<file path="config.mk">
export PLATFORM = sky130hd
export DESIGN_NAME = apb_fnd_mux
export DESIGN_NICKNAME = d
export VERILOG_FILES = /design/src/rtl/apb_fnd_mux.sv
export SDC_FILE = /design/constraint.sdc
export NUM_CORES = 1
export LEC_CHECK = 0
export CAP_MARGIN = 15
export CORE_MARGIN = 4
export CORE_UTILIZATION = 50
export CTS_BUF_LIST = sky130_fd_sc_hd__clkbuf_16
export CTS_CLUSTER_SIZE = 10
export DETAILED_ROUTE_END_ITERATION = 12
export GPL_TIMING_DRIVEN = 0
export PLACE_DENSITY = 0.85
export SYNTH_ARGS = -nofsm -noshare
export SYNTH_HDL_FRONTEND = slang
export SYNTH_SLANG_ARGS = --single-unit
</file>
<file path="constraint.sdc">
create_clock -name PCLK -period 3.8 [get_ports PCLK]
set_input_delay 0.57 -clock PCLK [delete_from_list [all_inputs] [get_ports PCLK]]
set_output_delay 0.57 -clock PCLK [all_outputs]
set_load 0.005 [all_outputs]
</file>
<file path="src/rtl/apb_fnd_mux.sv">
// APB-controlled multiplexed 7-segment display driver. DATA is shown either as
// hex nibbles or as decimal via a sequential double-dabble converter.
module apb_fnd_mux #(
  parameter int NUM_DIGITS  = 4,
  parameter int DATA_W      = 14,
  parameter int REFRESH_DIV = 100_000
) (
  input  logic                  PCLK,
  input  logic                  PRESET,
  input  logic [3:0]            PADDR,
  input  logic                  PSEL,
  input  logic                  PENABLE,
  input  logic                  PWRITE,
  input  logic [31:0]           PWDATA,
  output logic [31:0]           PRDATA,
  output logic                  PREADY,
  output logic [NUM_DIGITS-1:0] fndCom,
  output logic [7:0]            fndFont
);
  localparam int BUF_W  = 4 * NUM_DIGITS;
  localparam int SCAN_W = $clog2(NUM_DIGITS);
  localparam int PRE_W  = $clog2(REFRESH_DIV);
  localparam int CNT_W  = $clog2(DATA_W);
  localparam int EXT_W  = (DATA_W > BUF_W) ? DATA_W : BUF_W;

  function automatic logic [31:0] pow10_minus1(input int n);
    logic [31:0] p;
    p = 32'd1;
    for (int i = 0; i < n; i++) p = p * 32'd10;
    return p - 32'd1;
  endfunction

  localparam logic [31:0] MAX_VAL = pow10_minus1(NUM_DIGITS);

  function automatic logic [6:0] seg7(input logic [3:0] d);
    case (d)
      4'h0: seg7 = 7'h40;
      4'h1: seg7 = 7'h79;
      4'h2: seg7 = 7'h24;
      4'h3: seg7 = 7'h30;
      4'h4: seg7 = 7'h19;
      4'h5: seg7 = 7'h12;
      4'h6: seg7 = 7'h02;
      4'h7: seg7 = 7'h78;
      4'h8: seg7 = 7'h00;
      4'h9: seg7 = 7'h10;
      4'hA: seg7 = 7'h08;
      4'hB: seg7 = 7'h03;
      4'hC: seg7 = 7'h46;
      4'hD: seg7 = 7'h21;
      4'hE: seg7 = 7'h06;
      default: seg7 = 7'h0E;
    endcase
  endfunction

  typedef enum logic {CONV_IDLE, CONV_RUN} conv_state_t;

  logic [2:0]            r_ctrl;
  logic [BUF_W-1:0]      r_data;
  logic [NUM_DIGITS-1:0] r_dp;
  conv_state_t           r_state;
  logic                  r_ovf;
  logic [DATA_W-1:0]     r_bin;
  logic [BUF_W-1:0]      r_bcd;
  logic [BUF_W-1:0]      r_buf;
  logic [CNT_W-1:0]      r_cnt;
  logic [PRE_W-1:0]      r_presc;
  logic [SCAN_W-1:0]     r_scan;
  logic [NUM_DIGITS-1:0] r_com;
  logic [7:0]            r_font;

  logic              w_access, w_wr, w_wr_ctrl, w_wr_data, w_wr_dp;
  logic              w_start, w_to_hex, w_last, w_src_ovf;
  logic [EXT_W-1:0]  w_src_ext;
  logic [DATA_W-1:0] w_src;
  logic [BUF_W-1:0]  w_bcd_adj, w_bcd_next;
  logic [31:0]       w_rdata;
  logic [3:0]        w_digit;
  logic [SCAN_W-1:0] w_msnz;
  logic              w_blank, w_dp_on;
  logic              w_unused;

  assign w_access  = PSEL & PENABLE & ~PRESET;
  assign w_wr      = w_access & PWRITE;
  assign w_wr_ctrl = w_wr & (PADDR[3:2] == 2'd0);
  assign w_wr_data = w_wr & (PADDR[3:2] == 2'd1);
  assign w_wr_dp   = w_wr & (PADDR[3:2] == 2'd2);

  // A DATA write converts the incoming value, a HEX->decimal switch converts the stored one.
  always_comb begin
    w_src_ext = '0;
    if (w_wr_data) w_src_ext[BUF_W-1:0] = PWDATA[BUF_W-1:0];
    else           w_src_ext[BUF_W-1:0] = r_data;
  end
  assign w_src     = w_src_ext[DATA_W-1:0];
  assign w_src_ovf = ({{(32-DATA_W){1'b0}}, w_src} > MAX_VAL);

  assign w_start  = (w_wr_data & ~r_ctrl[1]) | (w_wr_ctrl & r_ctrl[1] & ~PWDATA[1]);
  assign w_to_hex = w_wr_ctrl & ~r_ctrl[1] & PWDATA[1];
  assign w_last   = (r_state == CONV_RUN) && (r_cnt == CNT_W'(DATA_W - 1));

  always_comb begin
    w_bcd_adj = r_bcd;
    for (int k = 0; k < NUM_DIGITS; k++) begin
      if (r_bcd[4*k +: 4] >= 4'd5) w_bcd_adj[4*k +: 4] = r_bcd[4*k +: 4] + 4'd3;
    end
  end
  assign w_bcd_next = {w_bcd_adj[BUF_W-2:0], r_bin[DATA_W-1]};

  always_ff @(posedge PCLK or posedge PRESET) begin
    if (PRESET) begin
      r_ctrl <= '0;
      r_data <= '0;
      r_dp   <= '0;
    end else begin
      if (w_wr_ctrl) r_ctrl <= PWDATA[2:0];
      if (w_wr_data) r_data <= PWDATA[BUF_W-1:0];
      if (w_wr_dp)   r_dp   <= PWDATA[NUM_DIGITS-1:0];
    end
  end

  // Digits above NUM_DIGITS fall off the top of r_bcd, which yields value mod 10^NUM_DIGITS.
  always_ff @(posedge PCLK or posedge PRESET) begin
    if (PRESET) begin
      r_state <= CONV_IDLE;
      r_ovf   <= 1'b0;
      r_bin   <= '0;
      r_bcd   <= '0;
      r_cnt   <= '0;
      r_buf   <= '0;
    end else begin
      if (w_start) begin
        r_state <= CONV_RUN;
        r_bin   <= w_src;
        r_bcd   <= '0;
        r_cnt   <= '0;
        r_ovf   <= w_src_ovf;
      end else if (w_to_hex) begin
        r_state <= CONV_IDLE;
        if (r_state == CONV_RUN) r_ovf <= 1'b0;
      end else if (r_state == CONV_RUN) begin
        r_bin <= r_bin << 1;
        r_bcd <= w_bcd_next;
        r_cnt <= r_cnt + 1'b1;
        if (w_last) r_state <= CONV_IDLE;
      end
      if (r_ctrl[1])                              r_buf <= r_data;
      else if (w_last && !w_start && !w_to_hex)   r_buf <= w_bcd_next;
    end
  end

  always_ff @(posedge PCLK or posedge PRESET) begin
    if (PRESET) begin
      r_presc <= '0;
      r_scan  <= '0;
    end else if (r_presc == PRE_W'(REFRESH_DIV - 1)) begin
      r_presc <= '0;
      r_scan  <= (r_scan == SCAN_W'(NUM_DIGITS - 1)) ? '0 : r_scan + 1'b1;
    end else begin
      r_presc <= r_presc + 1'b1;
    end
  end

  always_comb begin
    w_msnz = '0;
    for (int k = 0; k < NUM_DIGITS; k++) begin
      if (r_buf[4*k +: 4] != 4'd0) w_msnz = SCAN_W'(k);
    end
  end
  assign w_digit = r_buf[4*r_scan +: 4];
  assign w_blank = r_ctrl[2] && (r_scan > w_msnz);
  assign w_dp_on = r_ctrl[0] & r_dp[r_scan];

  always_ff @(posedge PCLK or posedge PRESET) begin
    if (PRESET) begin
      r_com  <= '1;
      r_font <= 8'hFF;
    end else if (r_ctrl[0]) begin
      r_com  <= ~(NUM_DIGITS'(1) << r_scan);
      r_font <= {~w_dp_on, w_blank ? 7'h7F : seg7(w_digit)};
    end else begin
      r_com  <= '1;
      r_font <= 8'hFF;
    end
  end

  always_comb begin
    w_rdata = '0;
    case (PADDR[3:2])
      2'd0:    w_rdata[2:0]            = r_ctrl;
      2'd1:    w_rdata[BUF_W-1:0]      = r_data;
      2'd2:    w_rdata[NUM_DIGITS-1:0] = r_dp;
      default: w_rdata[1:0]            = {r_ovf, r_state == CONV_RUN};
    endcase
  end

  assign PREADY  = w_access;
  assign PRDATA  = w_access ? w_rdata : '0;
  assign fndCom  = r_com;
  assign fndFont = r_font;

  assign w_unused = ^{PADDR[1:0], PWDATA, w_src_ext, w_bcd_adj[BUF_W-1]};
endmodule

</file>
==> flow_summary.json, run 1 <==
{
  "setup_ws_ns": 0.398,
  "io_buffers": 51,
  "cts-root-buf": "clkbuf_16",
  "startpoint_type": "primary input",
  "die_h_um": 117,
  "grt_max_degree": 60,
  "cts-resized-gates": 0,
  "min_period_over_period_pct": 89.5,
  "syn_area_per_cell_um2": 10.8,
  "clk_latency_ns": 0.35,
  "drt-initial-drc-count": 587,
  "ys_warn_count": 0,
  "route.vias.total": 4714,
  "wl_per_cell_um": 18.4,
  "yosysMostFrequentCell": "dfrtp_1",
  "fin_skew_ns": 0.00809,
  "min_path_type": "reg2reg",
  "fill_cells": 911,
  "antenna_found_initial": 0,
  "worstSetupPathType": "in2out",
  "cts_tree": "built",
  "fp.dieArea_mm2": 0.0138,
  "cts_buffers": 9,
  "hold_viol": 0,
  "critPathCaptureType": "output port",
  "synth_edf_count": 0,
  "ys_async_sr_fraction_pct": 100,
  "dp_cells": 764,
  "status": "completed",
  "cts_setup_buffers": 0,
  "rr_worst_depth": 5,
  "dpl.hpwl_mm": 10.4,
  "rsz0062_at_grt": "no",
  "crit_cells": 7,
  "regArea_mm2": 0.00267,
  "rows": 39,
  "coreArea_mm2": 0.0116,
  "vias_per_cell": 6.06,
  "cp_slowest_cell": "clkdlybuf4s50_1",
  "fin_area_mm2": 0.00704,
  "yosysUniqueCellTypes": 69,
  "cp_cell_sequence": "clkdlybuf4s50_1 -> inv_1 -> ha_1 -> and4b_2 -> clkbuf_1 -> and2_1 -> clkdlybuf4s50_1",
  "cts-htree-levels": 3,
  "crit_fanout": 10,
  "grt_pass1_vias": 4895,
  "whs_ns": 0.481,
  "fin_util_pct": 60.8,
  "die_w_um": 117,
  "synth_ff_type": "dfrtp_1",
  "grt_use_total_pct": 21.2,
  "slew_violations": 0,
  "crit_start": "PADDR[3]",
  "cts_sinks": 106,
  "overflow": 0,
  "arrival_ns": 2.83,
  "wirelength_mm": 14.3,
  "synth_top_cell_by_area": "dfrtp_1",
  "regToRegStartpoint": "r_ctrl[1]$_DFFE_PP0N_",
  "hold-path-cell-count": 1,
  "timing.fmax_ghz": 0.294,
  "slew_headroom_pct": 49.8,
  "crit_family": "buffers and inverters",
  "critPathMostFrequentCell": "clkdlybuf4s50_1",
  "worst_slew_pin_slew_ns": 0.753,
  "max_stage_delay_ns": 0.51,
  "p_per_area_mw_per_mm2": 603,
  "ys_ff_latch": 106,
  "instances_no_fill": 778,
  "postSynthCellCount": 554,
  "vdd_drop_max_mv": 0.264,
  "synth_common_cells": "dfrtp_1 (94), nand2_1 (32), nor2_1 (30)",
  "place_area_mm2": 0.00675,
  "critPathRequiredTime_ns": 3.23,
  "path_clk_slew_ns": 0.07,
  "num_io_pins": 86,
  "drtAntennaViolNets": 0,
  "area_growth_pct": 17.7,
  "cts_hold_buf": 0,
  "final_nets": 700,
  "drc": 0,
  "synth_area_leaders": "dfrtp_1 (39%), ha_1 (5.7%), dfstp_2 (5.3%)",
  "drt_first_pass_iters": 5,
  "routabilityCongestion": 0.950,
  "place_ws_ns": 0.411,
  "grt_pass1_wl_mm": 24.4,
  "mappedNetlistArea_mm2": 0.00598,
  "holdCritStartpoint": "r_presc[0]$_DFF_PP0_",
  "yosysSeqAreaShare_pct": 44.6,
  "maxCapViolCount": 0,
  "antenna_cells": 0,
  "period_needed_ns": 3.40,
  "clockBufferDepth": 2,
  "worst-path-buf-inv": 4,
  "yosysTopAreaCellShare_pct": 39.3,
  "multi_input_area_mm2": 0.00302,
  "drive_above_1_share_pct": 15.1,
  "initial_core_util_pct": 51.7,
  "p_leak_nw": 3.13,
  "setup_viol": 0
}
## where the power goes
group	leakage (nW)	internal, mW	switching, mW
logic	1.67	0.729	0.865
registers	1.33	1.45	0.291
clock network	0.135	0.504	0.405
total	3.13	2.68	1.56
## cell usage in the layout (no fill, tap or decap), types with 10 or more instances in the layout
cell type,netlist,routed
ha_1,27,27
buf_4,18,18
mux2_1,24,24
nand3_1,15,15
nand2_1,32,32
dfstp_2,12,12
and2_1,22,22
inv_1,23,23
clkbuf_1,13,13
o21ai_1,13,13
conb_1,1,16
o21ai_0,10,10
a21oi_1,22,22
nor2_1,30,30
mux2_2,20,20
clkdlybuf4s50_1,0,51
dfrtp_1,94,94
## metrics by stage
| step | TNS [ns] | power (mW) |
|---|---|---|
| floorplan | 0 | 2.81 |
| global placement | -92.90 | 3.19 |
| detailed placement | 0 | 3.30 |
| CTS | 0 | 4.23 |
| global route | 0 | 4.51 |
| finish | 0 | 4.24 |
## registers in the layout (all words and copies together) (netlist names)
name,count
r_ovf,1
r_bin,14
r_cnt,4
fndFont,8
fndCom,4
r_data,16
r_dp,4
r_ctrl,3
r_buf,16
r_bcd,16
r_presc,17
r_state,1
r_scan,2
## path summary, 6_finish.rpt
path,to,slack (ns)
max,PRDATA[10],0.40
min,r_presc[0]$_DFF_PP0_,0.48
max reg2reg,r_bin[0]$_DFFE_PP0P_,1.66
min reg2reg,r_presc[0]$_DFF_PP0_,0.48
max in group asynchronous,fndCom[0]$_DFF_PP1_,2.24
min in group asynchronous,r_data[15]$_DFFE_PP0N_,0.80
## cell type report
cell class	count	area share, %
buffer	42	3.66
clock buffer	9	3.20
clock inverter	5	0.818
inverter	24	1.32
multi-input combinational	397	42.9
sequential	106	37.9
tap	143	2.54
timing repair buffer	52	7.65
## kinds of logic (layout without fill, tap and decap cells)
logic type	after synthesis	count (layout)	share of synthesized area [%]
compound gates	125	125	15.3
xor+xnor	15	15	2.20
fa+ha+maj	27	27	5.65
buf+inv	66	132	5.82
flops	106	106	44.6
mux	57	57	12.0
other cells	1	16	0.0627
simple gates	157	157	14.4
## per-layer routing
layer,GRT usage (%),share of wire [%],vias to the layer above
met1,26.6,41,2326
met4,6.60,2.3,0
li1,-,-,2159
met5,0,0,-
met3,4.96,6.4,39
met2,36.5,50,190
(Power assumes the default switching activity.)
==> inputs of run 2 (changes only) <==
CORE_MARGIN = 2   (was 4)
==> run 2 against run 1 <==
Critical path depth unchanged. Critical path type unchanged. Clock power increased by 6.8%. Final area increased by 0.39%. First-iteration DRC count decreased by 16%. Power increased by 1.2%. Final cell count increased by 0.26%. Largest power group unchanged.
==> flow_summary.json, run 2 (synthesized netlist as in run 1, its figures left out) <==
{
  "clockBufferDepth": 2,
  "num_io_pins": 86,
  "final_nets": 700,
  "final_common_cell": "dfrtp_1",
  "slew_headroom_pct": 45.5,
  "fp.dieArea_mm2": 0.0128,
  "maxCapViolCount": 0,
  "initial_core_util_pct": 51.7,
  "clk_latency_ns": 0.35,
  "setup_viol": 0,
  "die_w_um": 113,
  "grt_max_degree": 78,
  "io_buffers": 51,
  "cts_hold_buf": 0,
  "largest_reg_flops": 17,
  "worstSetupPathType": "in2out",
  "p_leak_nw": 3.16,
  "fill_cells": 898,
  "startpoint_type": "primary input",
  "area_growth_pct": 18.2,
  "drt_first_pass_iters": 7,
  "drtAntennaViolNets": 0,
  "cts_sinks": 106,
  "crit_fanout": 10,
  "whs_ns": 0.479,
  "status": "completed",
  "period_needed_ns": 3.40,
  "dpl.hpwl_mm": 10.2,
  "cts-root-buf": "clkbuf_16",
  "arrival_ns": 2.83,
  "grt_pass1_wl_mm": 23.6,
  "hold_viol": 0,
  "rsz0062_at_grt": "no",
  "routabilityCongestion": 0.961,
  "vias_per_cell": 6.01,
  "drive_above_1_share_pct": 15.1,
  "wirelength_mm": 14.2,
  "critPathCaptureType": "output port",
  "path_clk_slew_ns": 0.07,
  "fin_skew_ns": 0.00966,
  "cts_tree": "built",
  "instances_no_fill": 780,
  "cts_buffers": 9,
  "cts-htree-levels": 3,
  "regArea_mm2": 0.00267,
  "place_area_mm2": 0.00675,
  "cts-resized-gates": 0,
  "timing.fmax_ghz": 0.294,
  "min_path_type": "reg2reg",
  "overflow": 0,
  "dp_cells": 764,
  "cts_setup_buffers": 0,
  "vdd_drop_max_mv": 0.382,
  "regMostFlops": "r_presc",
  "min_period_over_period_pct": 89.4,
  "route.vias.total": 4688,
  "die_h_um": 113,
  "drc": 0,
  "antenna_cells": 0,
  "wl_per_cell_um": 18.2,
  "grt_pass1_vias": 4849,
  "slew_violations": 0,
  "worst_slew_pin_slew_ns": 0.814,
  "fin_area_mm2": 0.00706,
  "grt_use_total_pct": 23.1,
  "multi_input_area_mm2": 0.00302,
  "critPathRequiredTime_ns": 3.23,
  "antenna_found_initial": 0,
  "drt-initial-drc-count": 492,
  "final_cell_mix": "dfrtp_1 (94), clkdlybuf4s50_1 (51), nand2_1 (32)",
  "p_per_area_mw_per_mm2": 608,
  "rows": 39,
  "coreArea_mm2": 0.0116
}
-- run 2: per-stage QoR --
stage	power (mW)	TNS, ns	setup WS (ns)	utilization, %
6_report	4.29	0	0.402	61.1
5_1_grt	4.56	0	0.245	61.1
4_1_cts	4.27	0	0.394	61.1
3_5_place_dp	3.29	0	0.412	58.4
3_3_place_gp	3.18	-91.65	-0.985	58.1
2_1_floorplan	2.81	0	0.461	-
-- run 2: area by class of cell --
type | instances | area share (%)
Timing Repair Buffer | 52 | 7.62
Inverter | 24 | 1.31
Clock inverter | 7 | 1.20
Buffer | 42 | 3.65
Clock buffer | 9 | 3.19
Multi-Input combinational cell | 397 | 42.7
Tap cell | 143 | 2.53
Sequential cell | 106 | 37.8
-- run 2: final timing paths --
kind                                 startpoint                    to  slack [ns]  cells after the start
hold / removal             r_presc[0]$_DFF_PP0_  r_presc[0]$_DFF_PP0_        0.48                      1
max in group asynchronous                PRESET  fndFont[1]$_DFF_PP1_        2.37                      3
hold reg to reg            r_presc[0]$_DFF_PP0_  r_presc[0]$_DFF_PP0_        0.48                      1
min in group asynchronous                PRESET   r_data[5]$_DFF_PP0_        0.67                      2
setup reg to reg           r_cnt[1]$_DFFE_PP0P_  r_buf[3]$_DFFE_PP0P_        1.62                      6
setup / recovery                       PADDR[3]            PRDATA[11]        0.40                      7
-- run 2: layer usage --
layer / track usage [%] / wire (um) / part of all wire (%)
met3: 6.00 / 932 / 6.6
met5: 0 / 0 / 0
met1: 28.9 / 5910 / 42
met2: 37.8 / 6880 / 49
met4: 10.2 / 462 / 3.3
-- run 2: report_power, final --
group          switching, mW  internal (mW)  total (mW)
Sequential             0.292           1.45        1.74
Combinational          0.854          0.728        1.58
Clock                  0.401          0.571       0.971
-- run 2: critical path, cell delays in order --
cell	delay (ns)
clkdlybuf4s50_1	0.47
inv_1	0.10
ha_1	0.36
and4b_2	0.35
clkbuf_1	0.29
and2_1	0.18
clkdlybuf4s50_1	0.50
